### src/rtl/serial_cmp_pkg.sv
// Shared types for the bit-serial magnitude comparator: FSM states, verdict
// encoding and the verdict-to-one-hot helper.
package serial_cmp_pkg;

    typedef enum logic [1:0] {
        IDLE  = 2'd0,
        SHIFT = 2'd1,
        DONE  = 2'd2
    } state_e;

    typedef enum logic [1:0] {
        V_EQ = 2'd0,
        V_GT = 2'd1,
        V_LT = 2'd2
    } verdict_e;

    // One-hot ordering is {eq, gt, lt}.
    function automatic logic [2:0] verdict_to_onehot(input verdict_e v);
        logic [2:0] oh;
        oh = 3'b000;
        case (v)
            V_EQ:    oh = 3'b100;
            V_GT:    oh = 3'b010;
            V_LT:    oh = 3'b001;
            default: oh = 3'b000;
        endcase
        return oh;
    endfunction

endpackage

### src/rtl/serial_cmp_cell.sv
// Single-bit compare cell: folds one bit pair into the running verdict.
// Combinational; the caller sequences it MSB first.
module serial_cmp_cell
    import serial_cmp_pkg::*;
(
    input  logic     a_bit_i,
    input  logic     b_bit_i,
    input  verdict_e prev_i,
    input  logic     invert_i,
    output verdict_e next_c
);

    logic a_wins;

    always_comb begin
        next_c = prev_i;
        // A set bit normally means A is larger; the signed MSB carries the opposite weight.
        a_wins = a_bit_i ^ invert_i;
        if ((prev_i == V_EQ) && (a_bit_i != b_bit_i)) begin
            next_c = a_wins ? V_GT : V_LT;
        end
    end

endmodule

### src/rtl/serial_mag_comparator.sv
// Bit-serial magnitude comparator, one bit per clock MSB first, with
// valid/ready operand and verdict handshakes. Define SERIAL_CMP_EARLY_EXIT_EN
// to finish on the first differing bit.
module serial_mag_comparator
    import serial_cmp_pkg::*;
#(
    parameter int unsigned WIDTH  = 8,
    parameter bit          SIGNED = 1'b0
)(
    input  logic                         clk,
    input  logic                         rst,
    input  logic                         in_valid,
    output logic                         in_ready,
    input  logic [WIDTH-1:0]             a_in,
    input  logic [WIDTH-1:0]             b_in,
    output logic                         res_valid,
    input  logic                         res_ready,
    output logic                         eq,
    output logic                         gt,
    output logic                         lt,
    output logic [$clog2(WIDTH+1)-1:0]   bits_used
);

    localparam int unsigned BU_W  = $clog2(WIDTH + 1);
    localparam int unsigned IDX_W = $clog2(WIDTH);

`ifdef SERIAL_CMP_EARLY_EXIT_EN
    localparam bit EARLY_EXIT = 1'b1;
`else
    localparam bit EARLY_EXIT = 1'b0;
`endif

    state_e             state_q, state_d;
    logic [WIDTH-1:0]   a_q, a_d;
    logic [WIDTH-1:0]   b_q, b_d;
    logic [IDX_W-1:0]   idx_q, idx_d;
    verdict_e           verdict_q, verdict_d;
    logic [BU_W-1:0]    bits_q, bits_d;
    logic               in_ready_q, in_ready_d;
    logic               res_valid_q, res_valid_d;
    logic [2:0]         oh_q, oh_d;
    verdict_e           verdict_c;
    logic               invert_c;
    logic               last_bit_c;

    assign invert_c = SIGNED && (idx_q == IDX_W'(WIDTH - 1));

    serial_cmp_cell u_cell (
        .a_bit_i  (a_q[WIDTH-1]),
        .b_bit_i  (b_q[WIDTH-1]),
        .prev_i   (verdict_q),
        .invert_i (invert_c),
        .next_c   (verdict_c)
    );

    always_comb begin
        state_d     = state_q;
        a_d         = a_q;
        b_d         = b_q;
        idx_d       = idx_q;
        verdict_d   = verdict_q;
        bits_d      = bits_q;
        in_ready_d  = in_ready_q;
        res_valid_d = res_valid_q;
        oh_d        = oh_q;
        last_bit_c  = 1'b0;
        case (state_q)
            IDLE: begin
                if (in_valid && in_ready_q) begin
                    a_d        = a_in;
                    b_d        = b_in;
                    idx_d      = IDX_W'(WIDTH - 1);
                    verdict_d  = V_EQ;
                    bits_d     = '0;
                    in_ready_d = 1'b0;
                    state_d    = SHIFT;
                end
            end
            SHIFT: begin
                // Operands shift left so the bit under test is always the MSB.
                a_d        = a_q << 1;
                b_d        = b_q << 1;
                idx_d      = idx_q - IDX_W'(1);
                verdict_d  = verdict_c;
                bits_d     = bits_q + BU_W'(1);
                last_bit_c = (idx_q == '0) || (EARLY_EXIT && (verdict_c != V_EQ));
                if (last_bit_c) begin
                    state_d     = DONE;
                    res_valid_d = 1'b1;
                    oh_d        = verdict_to_onehot(verdict_c);
                end
            end
            DONE: begin
                if (res_ready) begin
                    state_d     = IDLE;
                    res_valid_d = 1'b0;
                    in_ready_d  = 1'b1;
                end
            end
            default: begin
                state_d = IDLE;
            end
        endcase
    end

    always_ff @(posedge clk or posedge rst) begin
        if (rst) begin
            state_q     <= IDLE;
            a_q         <= '0;
            b_q         <= '0;
            idx_q       <= '0;
            verdict_q   <= V_EQ;
            bits_q      <= '0;
            in_ready_q  <= 1'b1;
            res_valid_q <= 1'b0;
            oh_q        <= 3'b000;
        end else begin
            state_q     <= state_d;
            a_q         <= a_d;
            b_q         <= b_d;
            idx_q       <= idx_d;
            verdict_q   <= verdict_d;
            bits_q      <= bits_d;
            in_ready_q  <= in_ready_d;
            res_valid_q <= res_valid_d;
            oh_q        <= oh_d;
        end
    end

    assign in_ready  = in_ready_q;
    assign res_valid = res_valid_q;
    assign eq        = oh_q[2];
    assign gt        = oh_q[1];
    assign lt        = oh_q[0];
    assign bits_used = bits_q;

endmodule

### config.mk
export PLATFORM = sky130hd
export DESIGN_NAME = serial_mag_comparator
export DESIGN_NICKNAME = d
export VERILOG_FILES = /design/src/rtl/serial_cmp_pkg.sv /design/src/rtl/serial_cmp_cell.sv /design/src/rtl/serial_mag_comparator.sv
export SDC_FILE = /design/constraint.sdc
export NUM_CORES = 1
export LEC_CHECK = 0
export BUFFER_PORTS_ARGS = -buffer_cell sky130_fd_sc_hd__buf_2
export CAP_MARGIN = 20
export CORE_UTILIZATION = 25
export DETAILED_ROUTE_END_ITERATION = 12
export PLACE_DENSITY_LB_ADDON = 0.25
export REMOVE_ABC_BUFFERS = 1
export SLEW_MARGIN = 20
export SYNTH_ARGS = -nofsm -noshare
export SYNTH_HDL_FRONTEND = slang
export SYNTH_SLANG_ARGS = --single-unit
### constraint.sdc
create_clock -name clk -period 3.3 [get_ports clk]
set_input_delay 0.495 -clock clk [delete_from_list [all_inputs] [get_ports clk]]
set_output_delay 0.495 -clock clk [all_outputs]
set_load 0.02 [all_outputs]
======== Word-level counts from Yosys, hierarchy flattened ========
Cells that the tools add are included.
word-level totals
  memory bits (read-only) ................. 0
  input port bits ......................... 20
  register bits ........................... 32
  memory bits (writable) .................. 0
  memories ................................ 0
  latch bits .............................. 0
cells by class
  equal/unequal tests ..................... 8
  magnitude comparators ................... 0
  reductions and logical operators ........ 14
  muxes and demuxes ....................... 23
  multiply operators ...................... 0
  bitwise gates (word level) .............. 0
  shifts and indexed selects .............. 0
  div/mod/pow operators ................... 0
  add/subtract/negate cells ............... 2
operators by type and width
  cell                 number
  $pmux 8 s2           2
  $mux 8               2
  $mux 2               6
  $pmux 3 s3           1
  $reduce_and 3->1     3
  $pmux 4 s2           1
  $logic_not 2->1      3
  $ne 2x2->1 const B   3
  $pmux 2 s3           1
  $pmux 3 s2           1
  $reduce_bool 2->1    3
  $add 4x1->4 const B  1
  $eq 2x1->1 const B   2
  $eq 2x2->1 const B   2
  $mux 1               4
  $mux 4               1
  $pmux 1 s2           2
  $pmux 2 s2           1
  $reduce_and 2->1     2
  $logic_not 3->1      1
  $mux 3               1
  $sub 3x1->3 const B  1
  $logic_and 1x1->1    2
  $ne 1x1->1           1

======== Logic depth before layout (Yosys ltp) ========
  word-level depth ........................ 5
  depth in mapped cells ................... 6
  mapped depth without buffers ............ 5

======== Modules after synthesis ========
From an unflattened synthesis, not the netlist that was laid out.
second synthesis, totals
  cell total of the unflattened synthesis .. 148
  area total of the unflattened synthesis .. 1512.7 µm²
by module, submodules not included
  module                 sequential area each (µm²)  cells each  times used  area an instance (µm²)
  serial_mag_comparator  802.0                       142         1           1462.7
  serial_cmp_cell        0.0                         6           1           50.0

======== Worst setup path before layout ========
Ideal clock, no wire load.
  path type ............................... reg-to-reg
  start point ............................. register in_ready_q, in the netlist in_ready
  end point ............................... register b_q[1]
  setup slack ............................. 1.949 ns
  arrival ................................. 1.280 ns
  stages on the path, launching flop included .. 6
  setup time .............................. 0.071 ns
  path buffers ............................ 2
  cells stage by stage .................... dfstp_2 > nor4bb_1 > buf_4 > buf_12 > nor3_1 > nor2_1
on the way
  word-level cells in the longest chain between the ends .. 3
RTL lines
  element                            line                          RTL
  start, declared                    serial_mag_comparator.sv:39   logic in_ready_q, in_ready_d;
  start signal, assigned             serial_mag_comparator.sv:124  in_ready_q <= in_ready_d;
  $logic_and 1x1->1                  serial_mag_comparator.sv:69   if (in_valid && in_ready_q) begin
  $ne 2x2->1 (no source line)        -
  $reduce_and 2->1 (no source line)  -
  end signal, assigned               serial_mag_comparator.sv:110  b_q <= '0;
  end signal, assigned               serial_mag_comparator.sv:120  b_q <= b_d;
  end, declared                      serial_mag_comparator.sv:35   logic [WIDTH-1:0] b_q, b_d;
Every way passes these cells.
A chain may end at the register's enable or synchronous reset.

======== Worst setup path after layout ========
  start point ............................. register in_ready_q, in the netlist in_ready
  end point ............................... register idx_q[1]
on the way
  word-level cells in the longest chain between the ends .. 3
RTL lines
  element                            line                          RTL
  $logic_and 1x1->1                  serial_mag_comparator.sv:69
  $ne 2x2->1 (no source line)        -
  $reduce_and 2->1 (no source line)  -
  end signal, assigned               serial_mag_comparator.sv:121  idx_q <= idx_d;
  end, declared                      serial_mag_comparator.sv:36   logic [IDX_W-1:0] idx_q, idx_d;
Every way passes these cells.

==> metrics <==
run status=finished clean; port buffer count=28; final hold violation count=0; kind of critical path=reg2reg; DR WL/cell=12.51 µm; final cell count without fillers=245; pre-CTS setup slack=1430 ps; Cell variety after synth=32; antenna fix cells=0; Post-Route Setup TNS=0 ps; Die Height=about 79 µm; vias in the first global route=1113; Iteration-0 DRC Markers=65; r2r startpoint=in_ready$_DFFE_PP1P_; dpl hpwl=roughly 2000 µm; cts bufs inserted=5; fin crit share=0.5732; Slew HR=0.2713; cell area after technology mapping=around 1500 µm²; # Post-CTS Setup Buffers=0; Max Buffers Root-to-Sink=2; CP required=between 3000 and 4000 ps; fin. max-slew vios=0; VDD IR max=0.1765 mV; critical-path cell list=nor4bb_4 > o21ai_0 > o21ai_0; Synth async-reset ratio=1.000; Tmin final=around 1900 ps; core area=5608 µm²; Starting Density=0.2626; max_cap viols=0; Leakage=0.8534 nW; power density over cell area=approximately 420 nW/µm²; number of synthesized flops with an enable pin=0; Seq/Total Area, Yosys=0.5446; Crit-path slowest cell=nor4bb_4; R2R Setup Slk=1410 ps; Setup violations, final=0; worst skew pair latency=~270 ps; Synth Flop Type=dfrtp_1; fraction of layout cells with a size suffix above 1=0.2370; drt first pass iters=4; overall die width=78.75 µm; gp weighted congestion=roughly 0.7; DR vias=around 1100; Bufs and invs on worst path=0; I/O pins=29; first-pass GRT wire length=5382 µm; Critical Path End Type=flip-flop; leading cell types in the layout, fill and taps excluded=dfrtp_1 (31), buf_2 (28), nor2_1 (15); CP delay by family, top=simple AND/OR/NAND/NOR gates; CP arrival=2070 ps; cell count of the worst reg-to-reg path=3; hold buffers post-CTS=0; DRC errors left=0; R2R Path End=idx_q[1]$_DFFE_PP0P_; initial antenna violation count=0; Least-Margin Pin Slew=roughly 1100 ps; CTS tree=built; Synth area leaders=dfrtp_1 (53%), o22ai_1 (5.9%), nor3_1 (4.8%), nor2_1 (3.8%), buf_4 (3.1%); die footprint=6202 µm²; H-tree levels=2; CTS clk-pin slew, worst paths=around 60 ps; largest net degree at the start of global routing=33; Max stage delay on crit path=around 960 ps; Startpoint Class=flip-flop; routed vias/inst=approximately 4.6; most common cell after layout, fill and taps aside=dfrtp_1; DRT Wirelength=slightly above 3000 µm; Area Growth Syn to Fin=18.52%; register bit total from synthesis=32; grt ovf=0; Mapped Cells=between 100 and 150; placed insts=approximately 240; crit-path most repeated cell=o21ai_0; area leader, netlist=dfrtp_1; fmax=around 530 MHz; CTS Sinks=32; Nets=196; share of the synthesized area in the top cell type=0.5268; YS warnings=0; clk root buf=clkbuf_8; GRT Total Usage=0.1125; RSZ-0062 raised after global routing=no; CP Max Fanout=18; num rows=27; setup slack after layout=around 1400 ps; worst clock skew=roughly 3.3 ps; CTS resizes=0; class of the worst hold path=in2async; Mean Syn Cell Area=~10 µm²; Final ANT Viol Nets=0
Yosys cell counts (3+ instances only):
library cell	instances
nand3_1	4
buf_2	3
a21oi_1	3
o22ai_1	14
nor2b_1	3
dfrtp_1	31
nand2b_1	3
nor3_1	14
buf_4	6
nand2_1	11
nor2_1	15
ha_1	3
inv_1	6
o21ai_0	8
report_power, final:
group	total, mW	leakage [nW]	switching (mW)	internal [mW]
Sequential	0.392	0.407	0	0.392
Combinational	0.0220	0.396	0.0124	0.00966
Clock	0.318	0.0503	0.132	0.186
Total	0.732	0.853	0.145	0.588
worst min-delay path, stage by stage:
cell and delay (ps):
buf_2 90, inv_1 40, buf_4 360
sequential cells by signal, indices dropped and copies added (netlist names):
signal / count
a_q: 8
b_q: 8
bits_used: 4
idx_q: 3
in_ready: 1
oh_q: 3
res_valid: 1
state_q: 2
verdict_q: 2
worst max-delay path by stage:
stage / from / end / slack, ps / cells after the start
2_1_floorplan: in_ready$_DFFE_PP1P_ / idx_q[1]$_DFFE_PP0P_ / 870 / 3
3_3_place_gp: in_ready$_DFFE_PP1P_ / idx_q[1]$_DFFE_PP0P_ / 1470 / 3
3_5_place_dp: in_ready$_DFFE_PP1P_ / idx_q[1]$_DFFE_PP0P_ / 1430 / 3
4_1_cts: in_ready$_DFFE_PP1P_ / idx_q[1]$_DFFE_PP0P_ / 1400 / 3
5_1_grt: in_ready$_DFFE_PP1P_ / idx_q[1]$_DFFE_PP0P_ / 1250 / 3
6_report: in_ready$_DFFE_PP1P_ / idx_q[1]$_DFFE_PP0P_ / 1410 / 3
kinds of logic (layout without fill, tap and decap cells):
logic type	count (synthesis)	in the layout	synth area share
and+or+nand+nor	60	60	0.2090
AOI/OAI and AO/OA	32	32	0.1308
DFF	32	32	0.5446
buffers and inverters	17	44	0.07731
adders and majority gates	3	3	0.02549
xor gates and xnor gates	1	1	0.005948
muxes	1	1	0.006797
metal layers:
layer  wire length [µm]  GRT usage  share of wire  vias up
met5                  0          0              0        -
met4                 31    0.04444          0.010        0
met3                136    0.03218          0.044        5
met2               1300     0.1678           0.42       26
met1               1596     0.1521           0.52      532
li1                   -          -              -      564
final cells by class:
| class | count | area (µm²) |
|---|---|---|
| Clock buffer | 7 | 96.34 |
| Fill cell | 607 | 3862 |
| Inverter | 6 | 22.52 |
| Multi-Input combinational cell | 97 | 571.8 |
| Sequential cell | 32 | 802.0 |
| Tap cell | 72 | 90.09 |
| Timing Repair Buffer | 31 | 162.7 |
through the flow:
stage,util,total power [mW],area (µm²),hold WS [ps]
detailed placement,0.2941,0.4225,1649,469.1
global placement,0.2941,0.4226,1649,458.0
global route,0.3112,0.7665,1745,354.7
CTS,0.3112,0.7489,1745,310.8
floorplan,-,0.4063,1381,444.5
finish,0.3112,0.7321,1745,296.2
No activity file was read; power rests on OpenSTA's default activity.
